==> src/rtl/seg7_scan_driver.sv <==
// Four-digit common-anode scan driver with per-frame snapshot, leading-zero blanking and decimal points.
// Outputs are registered and lag the scan counters by one cycle. There is no backpressure; the scan free-runs.
module seg7_scan_driver #(
   parameter int SCAN_DIV  = 50000,
   parameter int BLANK_CYC = 16
) (
   input  logic       clk,
   input  logic       reset,
   input  logic [3:0] d3,
   input  logic [3:0] d2,
   input  logic [3:0] d1,
   input  logic [3:0] d0,
   input  logic [3:0] dp_in,
   input  logic       lzb_en,
   input  logic       disp_en,
   output logic [3:0] an,
   output logic [6:0] seg,
   output logic       dp,
   output logic       frame_tick
);

   localparam int CW = (SCAN_DIV > 1) ? $clog2(SCAN_DIV) : 1;
   localparam logic [CW-1:0] CNT_MAX   = CW'(SCAN_DIV - 1);
   localparam logic [CW-1:0] BLANK_END = CW'(BLANK_CYC);

   logic [CW-1:0]   cnt;
   logic [1:0]      slot;
   logic            snap_edge;

   logic [3:0][3:0] snap_dig;
   logic [3:0]      snap_dp;
   logic            snap_lzb;

   logic [3:0]      cur_dig;
   logic [3:0]      lz;
   logic            blank;
   logic [3:0]      an_nxt;
   logic [6:0]      seg_nxt;
   logic            dp_nxt;

   function automatic logic [6:0] hex7(input logic [3:0] v);
      logic [6:0] s;
      case (v)
         4'h0:    s = 7'b1000000;
         4'h1:    s = 7'b1111001;
         4'h2:    s = 7'b0100100;
         4'h3:    s = 7'b0110000;
         4'h4:    s = 7'b0011001;
         4'h5:    s = 7'b0010010;
         4'h6:    s = 7'b0000010;
         4'h7:    s = 7'b1111000;
         4'h8:    s = 7'b0000000;
         4'h9:    s = 7'b0010000;
         4'hA:    s = 7'b0001000;
         4'hB:    s = 7'b0000011;
         4'hC:    s = 7'b1000110;
         4'hD:    s = 7'b0100001;
         4'hE:    s = 7'b0000110;
         default: s = 7'b0001110;
      endcase
      return s;
   endfunction

   assign snap_edge = (slot == 2'd0) && (cnt == '0);

   always_ff @(posedge clk or negedge reset) begin
      if (!reset) begin
         cnt  <= '0;
         slot <= 2'd0;
      end else if (cnt == CNT_MAX) begin
         cnt  <= '0;
         slot <= slot + 2'd1;
      end else begin
         cnt <= cnt + 1'b1;
      end
   end

   // Slot 0 always opens blanked, so the new snapshot settles before any anode lights.
   always_ff @(posedge clk or negedge reset) begin
      if (!reset) begin
         snap_dig <= '0;
         snap_dp  <= '0;
         snap_lzb <= 1'b0;
      end else if (snap_edge) begin
         snap_dig <= {d3, d2, d1, d0};
         snap_dp  <= dp_in;
         snap_lzb <= lzb_en;
      end
   end

   always_comb begin
      cur_dig = snap_dig[slot];
      lz[3]   = (snap_dig[3] == 4'h0);
      lz[2]   = lz[3] && (snap_dig[2] == 4'h0);
      lz[1]   = lz[2] && (snap_dig[1] == 4'h0);
      lz[0]   = 1'b0;
      blank   = (cnt < BLANK_END) || !disp_en || (snap_lzb && lz[slot]);
      an_nxt  = 4'b1111;
      seg_nxt = 7'b1111111;
      dp_nxt  = 1'b1;
      if (!blank) begin
         an_nxt[slot] = 1'b0;
         seg_nxt      = hex7(cur_dig);
         dp_nxt       = ~snap_dp[slot];
      end
   end

   always_ff @(posedge clk or negedge reset) begin
      if (!reset) begin
         an         <= 4'b1111;
         seg        <= 7'b1111111;
         dp         <= 1'b1;
         frame_tick <= 1'b0;
      end else begin
         an         <= an_nxt;
         seg        <= seg_nxt;
         dp         <= dp_nxt;
         frame_tick <= snap_edge;
      end
   end

endmodule
==> config.mk <==
export PLATFORM = sky130hd
export DESIGN_NAME = seg7_scan_driver
export DESIGN_NICKNAME = d
export VERILOG_FILES = /design/src/rtl/seg7_scan_driver.sv
export SDC_FILE = /design/constraint.sdc
export NUM_CORES = 1
export LEC_CHECK = 0
export ABC_AREA = 1
export BUFFER_PORTS_ARGS = -buffer_cell sky130_fd_sc_hd__buf_2
export CELL_PAD_IN_SITES_DETAIL_PLACEMENT = 1
export CELL_PAD_IN_SITES_GLOBAL_PLACEMENT = 1
export CORE_UTILIZATION = 38
export CTS_CLUSTER_DIAMETER = 100
export DETAILED_ROUTE_END_ITERATION = 12
export MAX_ROUTING_LAYER = met4
export PLACE_DENSITY = 0.71
export SYNTH_ARGS = -nofsm -noshare
export SYNTH_HDL_FRONTEND = slang
export SYNTH_SLANG_ARGS = --single-unit
==> constraint.sdc <==
create_clock -name clk -period 1.6 [get_ports clk]
set_input_delay 0.4 -clock clk [delete_from_list [all_inputs] [get_ports clk]]
set_output_delay 0.4 -clock clk [all_outputs]
set_load 0.03 [all_outputs]
[After elaboration in Yosys (flattened, before gate mapping)]
Memories as Yosys holds them, arrays and structs flattened.
Index checks and enable logic that the tools add are counted.
Cells by class
  shifts and indexed selects: 0
  reductions and logical operators: 13
  multiply operators: 0
  muxes and demuxes: 12
  bitwise gates (word level): 2
  div/mod/pow operators: 0
  add/sub/neg operators: 2
  $lt $le $gt $ge: 3
  equal/unequal tests: 1
Operators by type and width (count)
  16-bit by 1-bit adder with 16-bit output, second input constant: 1
  16-bit equality test, second input constant: 1
  16-bit zero test: 1
  16-bit by 5-bit < comparator with 1-bit output, second input constant: 1
  16-bit two-way mux: 1
  4-bit zero test: 3
  4-bit binary-select mux with 2-bit select: 1
  4-bit two-way mux: 2
  7-bit two-way mux: 1
  1-bit logical AND: 5
  1-bit binary-select mux with 2-bit select: 2
  1-bit two-way mux: 4
  4-bit inverter: 1
  2-bit by 3-bit < comparator with 1-bit output, second input constant: 1
  2-bit by 1-bit adder with 2-bit output, second input constant: 1
  1-bit demux with 2-bit select: 1
  2-bit by 1-bit greater-or-equal comparator with 1-bit output, second input constant: 1
  2-bit zero test: 1
  1-bit logical OR: 2
  1-bit zero test: 1
  1-bit inverter: 1
Storage, ports and cells
  bits in latches: 0
  memories: 1
  register bits after elaboration: 52
  memory bits (writable): 0
  memory bits (read-only): 112
  output and inout bits: 13
Memory list
  (name not given): words 16, bits a word 7, rd ports 1, clocked after Yosys merged registers in 0, write ports 0, RTL line 43  | case (v)

[Depth between registers and ports, before layout]
  word-level depth: 8
  mapped depth: 11
  depth with buffers taken out: 10

[Least setup slack after synthesis]
Ideal clock, no wire load.
  kind: reg-to-reg
  start: register slot[0]
  end: register snap_dig[10] in the netlist's numbering
  cell stages (with the launch flop): 10
  clock period less this slack: 1635 ps
  setup slack: -35 ps
  required time: 1474 ps
  arrival time: 1509 ps
  path through: dfrtp_1 -> inv_1 -> buf_2 -> ha_1 -> nand2_1 -> nor3_2 -> nand3_4 -> inv_6 -> buf_12 -> o21ai_0
Between the ends
  word-level cells in the longest chain between the ends: 2
RTL lines
  start: declaration: RTL line 27  | logic [1:0] slot;
  start signal: assignment: RTL line 72  | slot <= slot + 2'd1;
  2-bit zero test: RTL line 64  | assign snap_edge = (slot == 2'd0) && (cnt == '0);
  1-bit logical AND: RTL line 64
  end signal: assignment: RTL line 85  | snap_dig <= {d3, d2, d1, d0};
  end: declaration: RTL line 30  | logic [3:0][3:0] snap_dig;
No other way between the ends.
A chain may end at the register's enable or synchronous reset.

[Final worst setup path]
  start: register slot[0]
  end: register seg[3]
Between the ends
  word-level cells in the longest chain between the ends: 5
  elaborated cells on any way between the ends: 8
RTL lines
  branches (longest 4 deep; another with memory 16 x 7 bit)
  7-bit two-way mux *: RTL line 101  | if (!blank) begin
  via seg_nxt[3]: RTL line 38  | logic [6:0] seg_nxt;
  end signal: assignment: RTL line 116  | seg <= seg_nxt;
  end: declaration: RTL line 17  | output logic [6:0] seg,
Mark *: on every way through the listed nets, which the timed path passes. The select of a mux whose other input is x is not followed.

==> flow_metrics.env <==
export IMPL_status="finished clean"
export IMPL_combinationalPowerShare_pct=10.5
export IMPL_firstDrtPassIters=4
export IMPL_drive_gt1_share_pct=31.87
export IMPL_crit_path_end_kind="flip-flop"
export IMPL_setup_viol=0
export IMPL_critPathTopFamily="simple AND/OR/NAND/NOR gates"
export IMPL_core_area_um2=6944
export IMPL_synthCells=341
export IMPL_p_sw_w=0.0006200
export IMPL_start_util_pct=40.00
export IMPL_power_density_nw_per_um2=685.6
export IMPL_pwr_share_clk_pct=30.9
export IMPL_drc=0
export IMPL_cts_root_buf="clkbuf_8"
export IMPL_cp_common_cell="nand3_1"
export IMPL_tightest_slew_ns=0.3673
export IMPL_yosysSeqAreaShare_pct=47.39
export IMPL_ctsLongestPathBuffers=2
export IMPL_vias_per_cell=4.801
export IMPL_cts_made_buffers=5
export IMPL_yosys_warnings=0
export IMPL_p_int_w=0.001757
export IMPL_antenna_found_initial=0
export IMPL_cp_startpoint="slot[0]"
export IMPL_grt_overflow=0
export IMPL_io_buffers=36
export IMPL_cp_slowest_cell="dfrtp_1"
export IMPL_p_leak_nw=1.732
export IMPL_maxSlewHeadroom_pct=75.51
export IMPL_post_synth_cell_area_avg_um2=8.146
export IMPL_syn_num_nets=377
export IMPL_crit_path_max_incr_delay_ns=0.44
export IMPL_peakVddDrop_uv=397.3
export IMPL_utilization_pct=49.93
export IMPL_syn2layout_area_growth_pct=24.82
export IMPL_fin_hold_ws_ns=0.07037
export IMPL_cts_sinks=52
export IMPL_hold_viol=0
export IMPL_clkTransAtPathRegs_ns=0.10
export IMPL_diodes=0
export IMPL_seq_power_share_pct=58.6
export IMPL_grt_first_pass_wirelength_mm=11.14
export IMPL_clk_latency_ns=0.31
export IMPL_syn_area_um2=2778
export IMPL_antenna_left=0
export IMPL_crit_reg2reg_launch="slot[0]"
export IMPL_hpwl_mm=4.983
export IMPL_min_period_ns=1.598
export IMPL_track_usage_pct=19.46
export IMPL_die_h_um=87.50
export IMPL_fmax_mhz=625.8
export IMPL_synth_distinct_cells=31
export IMPL_cts_tree="done"
export IMPL_final_max_slew_viol_count=0
export IMPL_worstPathArrival_ns=1.84
export IMPL_hold_buffers=0
export IMPL_rows=30
export IMPL_fill_cells=856
export IMPL_crit_fanout=7
export IMPL_die_w_um=87.50
export IMPL_grt_pass1_vias=2414
export IMPL_critPathKind="flip-flop to flip-flop"
export IMPL_finalWirelength_mm=7.288
export IMPL_finalPower_w=0.002377
export IMPL_maxCapViolCount=0
export IMPL_skew_ns=0.006220
export IMPL_ys_seq_elements=52
export IMPL_ff2ff_setup_slack_ns=0.002
export IMPL_critPathRequiredTime_ns=1.84
export IMPL_routedWlPerCell_um=14.37
export IMPL_path_cells="buf_6, nand2_1, nand3_1, nand2_2, inv_2, ha_4, inv_1, nand3_1, nand3_1, nand3_1"
export IMPL_place_congestion=0.8259
export IMPL_vias=2434
export IMPL_cp_num_buf_inv=3
export IMPL_crit_path_start_kind="flip-flop"
export IMPL_drtIter0Drc=86
export IMPL_htreeDepth=2
export IMPL_min_path_type="input pin to async pin"
export IMPL_dieArea_um2=7655
export IMPL_period_share_pct=99.87
export IMPL_p_sw_share_pct=26.08
export IMPL_fin_nets=446
export IMPL_grt_start_max_net_pins=29
export IMPL_pin_count=37
[final timing paths]
check	endpoint	depth (start not counted)
worst max-delay path	seg[3]	10
worst min-delay path	snap_dig[14]	2
worst max register to register	seg[3]	10
worst min register to register	snap_dp[0]	2
max in group asynchronous	cnt[9]	2
min in group clk	snap_lzb	3
[per-stage QoR]
step	std cells	setup TNS, ns	cell area (um2)	setup WS, ns
finish	507	0	3467	0.002154
floorplan	341	0	2780	0.009776
CTS	491	-0.003574	3222	-0.003574
global route	507	-0.7048	3467	-0.1393
detailed placement	482	-0.5787	3129	-0.04151
global placement	482	-0.2538	3129	-0.02487
[registers in the layout (all words and copies together) (netlist names)]
signal and cells:
slot 2, cnt 16, snap_dp 4, snap_dig 16
frame_tick 1, an 4, seg 7, snap_lzb 1
dp 1
[cell families after synthesis]
kind of cell | count (synthesis) | share of synthesized area, %
AO/OA/AOI/OAI | 16 | 3.108
XOR/XNOR | 9 | 2.838
buffers and inverters | 36 | 6.441
flip-flops | 52 | 47.39
adder cells (fa/ha/maj) | 12 | 5.405
AND/OR/NAND/NOR | 216 | 34.82
[area by class of cell]
cell class              count  area, um2  share of cell area [%]
clock buffers               5      68.82                   1.985
clock inverters             3      13.76                  0.3970
inverters                  30      127.6                   3.681
multi-input cells         254       1384                   39.91
flip-flops and latches     52       1316                   37.96
well taps                  96      120.1                   3.464
repair buffers             66      420.4                   12.13
repair inverters            1      16.27                  0.4691
[worst reg2reg max path: stages, from the launching register on]
cell     delay [ns]
dfrtp_1        0.44
buf_6          0.15
nand2_1        0.08
nand3_1        0.12
nand2_2        0.14
inv_2          0.08
ha_4           0.18
inv_1          0.08
nand3_1        0.10
nand3_1        0.10
nand3_1        0.08
[Yosys cell counts]
library cell	number	area, um2
nor3_1	2	10.01
nand3b_1	2	15.01
dfrtp_1	40	1001
nand3_4	1	17.52
buf_8	1	15.01
buf_6	1	11.26
o22ai_1	1	6.260
nor2_4	1	11.26
nor2_1	33	123.9
nand2_4	1	11.26
nand2_2	9	56.30
and2_4	1	8.760
inv_1	26	97.59
buf_12	1	20.02
dfstp_2	12	315.3
nor2_2	6	37.54
nand3_1	35	175.2
xor2_1	9	78.83
nor3_2	1	10.01
a21oi_1	5	25.02
ha_1	12	150.1
nand3_2	2	20.02
buf_2	3	15.01
o21bai_1	1	7.510
nand2_1	117	439.2
inv_6	1	8.760
nand4_1	4	25.02
o211ai_1	1	7.510
inv_2	3	11.26
o21ai_0	8	40.04
or2_2	1	6.260
[cell usage in the layout (no fill, tap or decap), types with 2 or more instances in the layout]
master,synthesis,final
nand4_1,4,4
dfstp_2,12,12
nor3_2,1,2
inv_1,26,22
a21oi_1,5,5
clkbuf_8,0,5
nand2_1,117,114
inv_2,3,6
clkinv_8,0,2
nand3b_1,2,2
nand3_4,1,3
nor2_2,6,7
buf_2,3,36
buf_6,1,4
buf_4,0,26
dfrtp_1,40,40
ha_1,12,6
clkinv_2,0,2
nand2_2,9,11
o21ai_0,8,7
xor2_1,9,9
nor2_1,33,32
ha_4,0,3
ha_2,0,3
nand3_2,2,2
nand3_1,35,33
nand2_4,1,3
[power groups by stage]
| stage | combinational [W] | clock (W) | sequential [W] |
|---|---|---|---|
| global placement | 0.000226 | 0 | 0.00142 |
| detailed placement | 0.000230 | 0 | 0.00142 |
| global route | 0.000283 | 0.000801 | 0.00140 |
| CTS | 0.000232 | 0.000771 | 0.00139 |
| floorplan | 0.0000947 | 0 | 0.00145 |
| finish | 0.000250 | 0.000735 | 0.00139 |
[timing repair]
item	4_1_cts	5_1_grt
cloned	0	2
pin swaps	0	7
buffers inserted	1	14
endpoints found under the setup margin	25	39
resized for setup	2	31
[layer usage]
layer / wire length (um) / vias to the layer above / global-route usage (%)
li1: - / 1209 / -
met1: 3373 / 1187 / 25.01
met2: 3707 / 34 / 32.46
met3: 162 / 4 / 3.128
met4: 44 / 0 / 4.024
met5: 0 / - / -
Power figures use the tool's default switching activity.
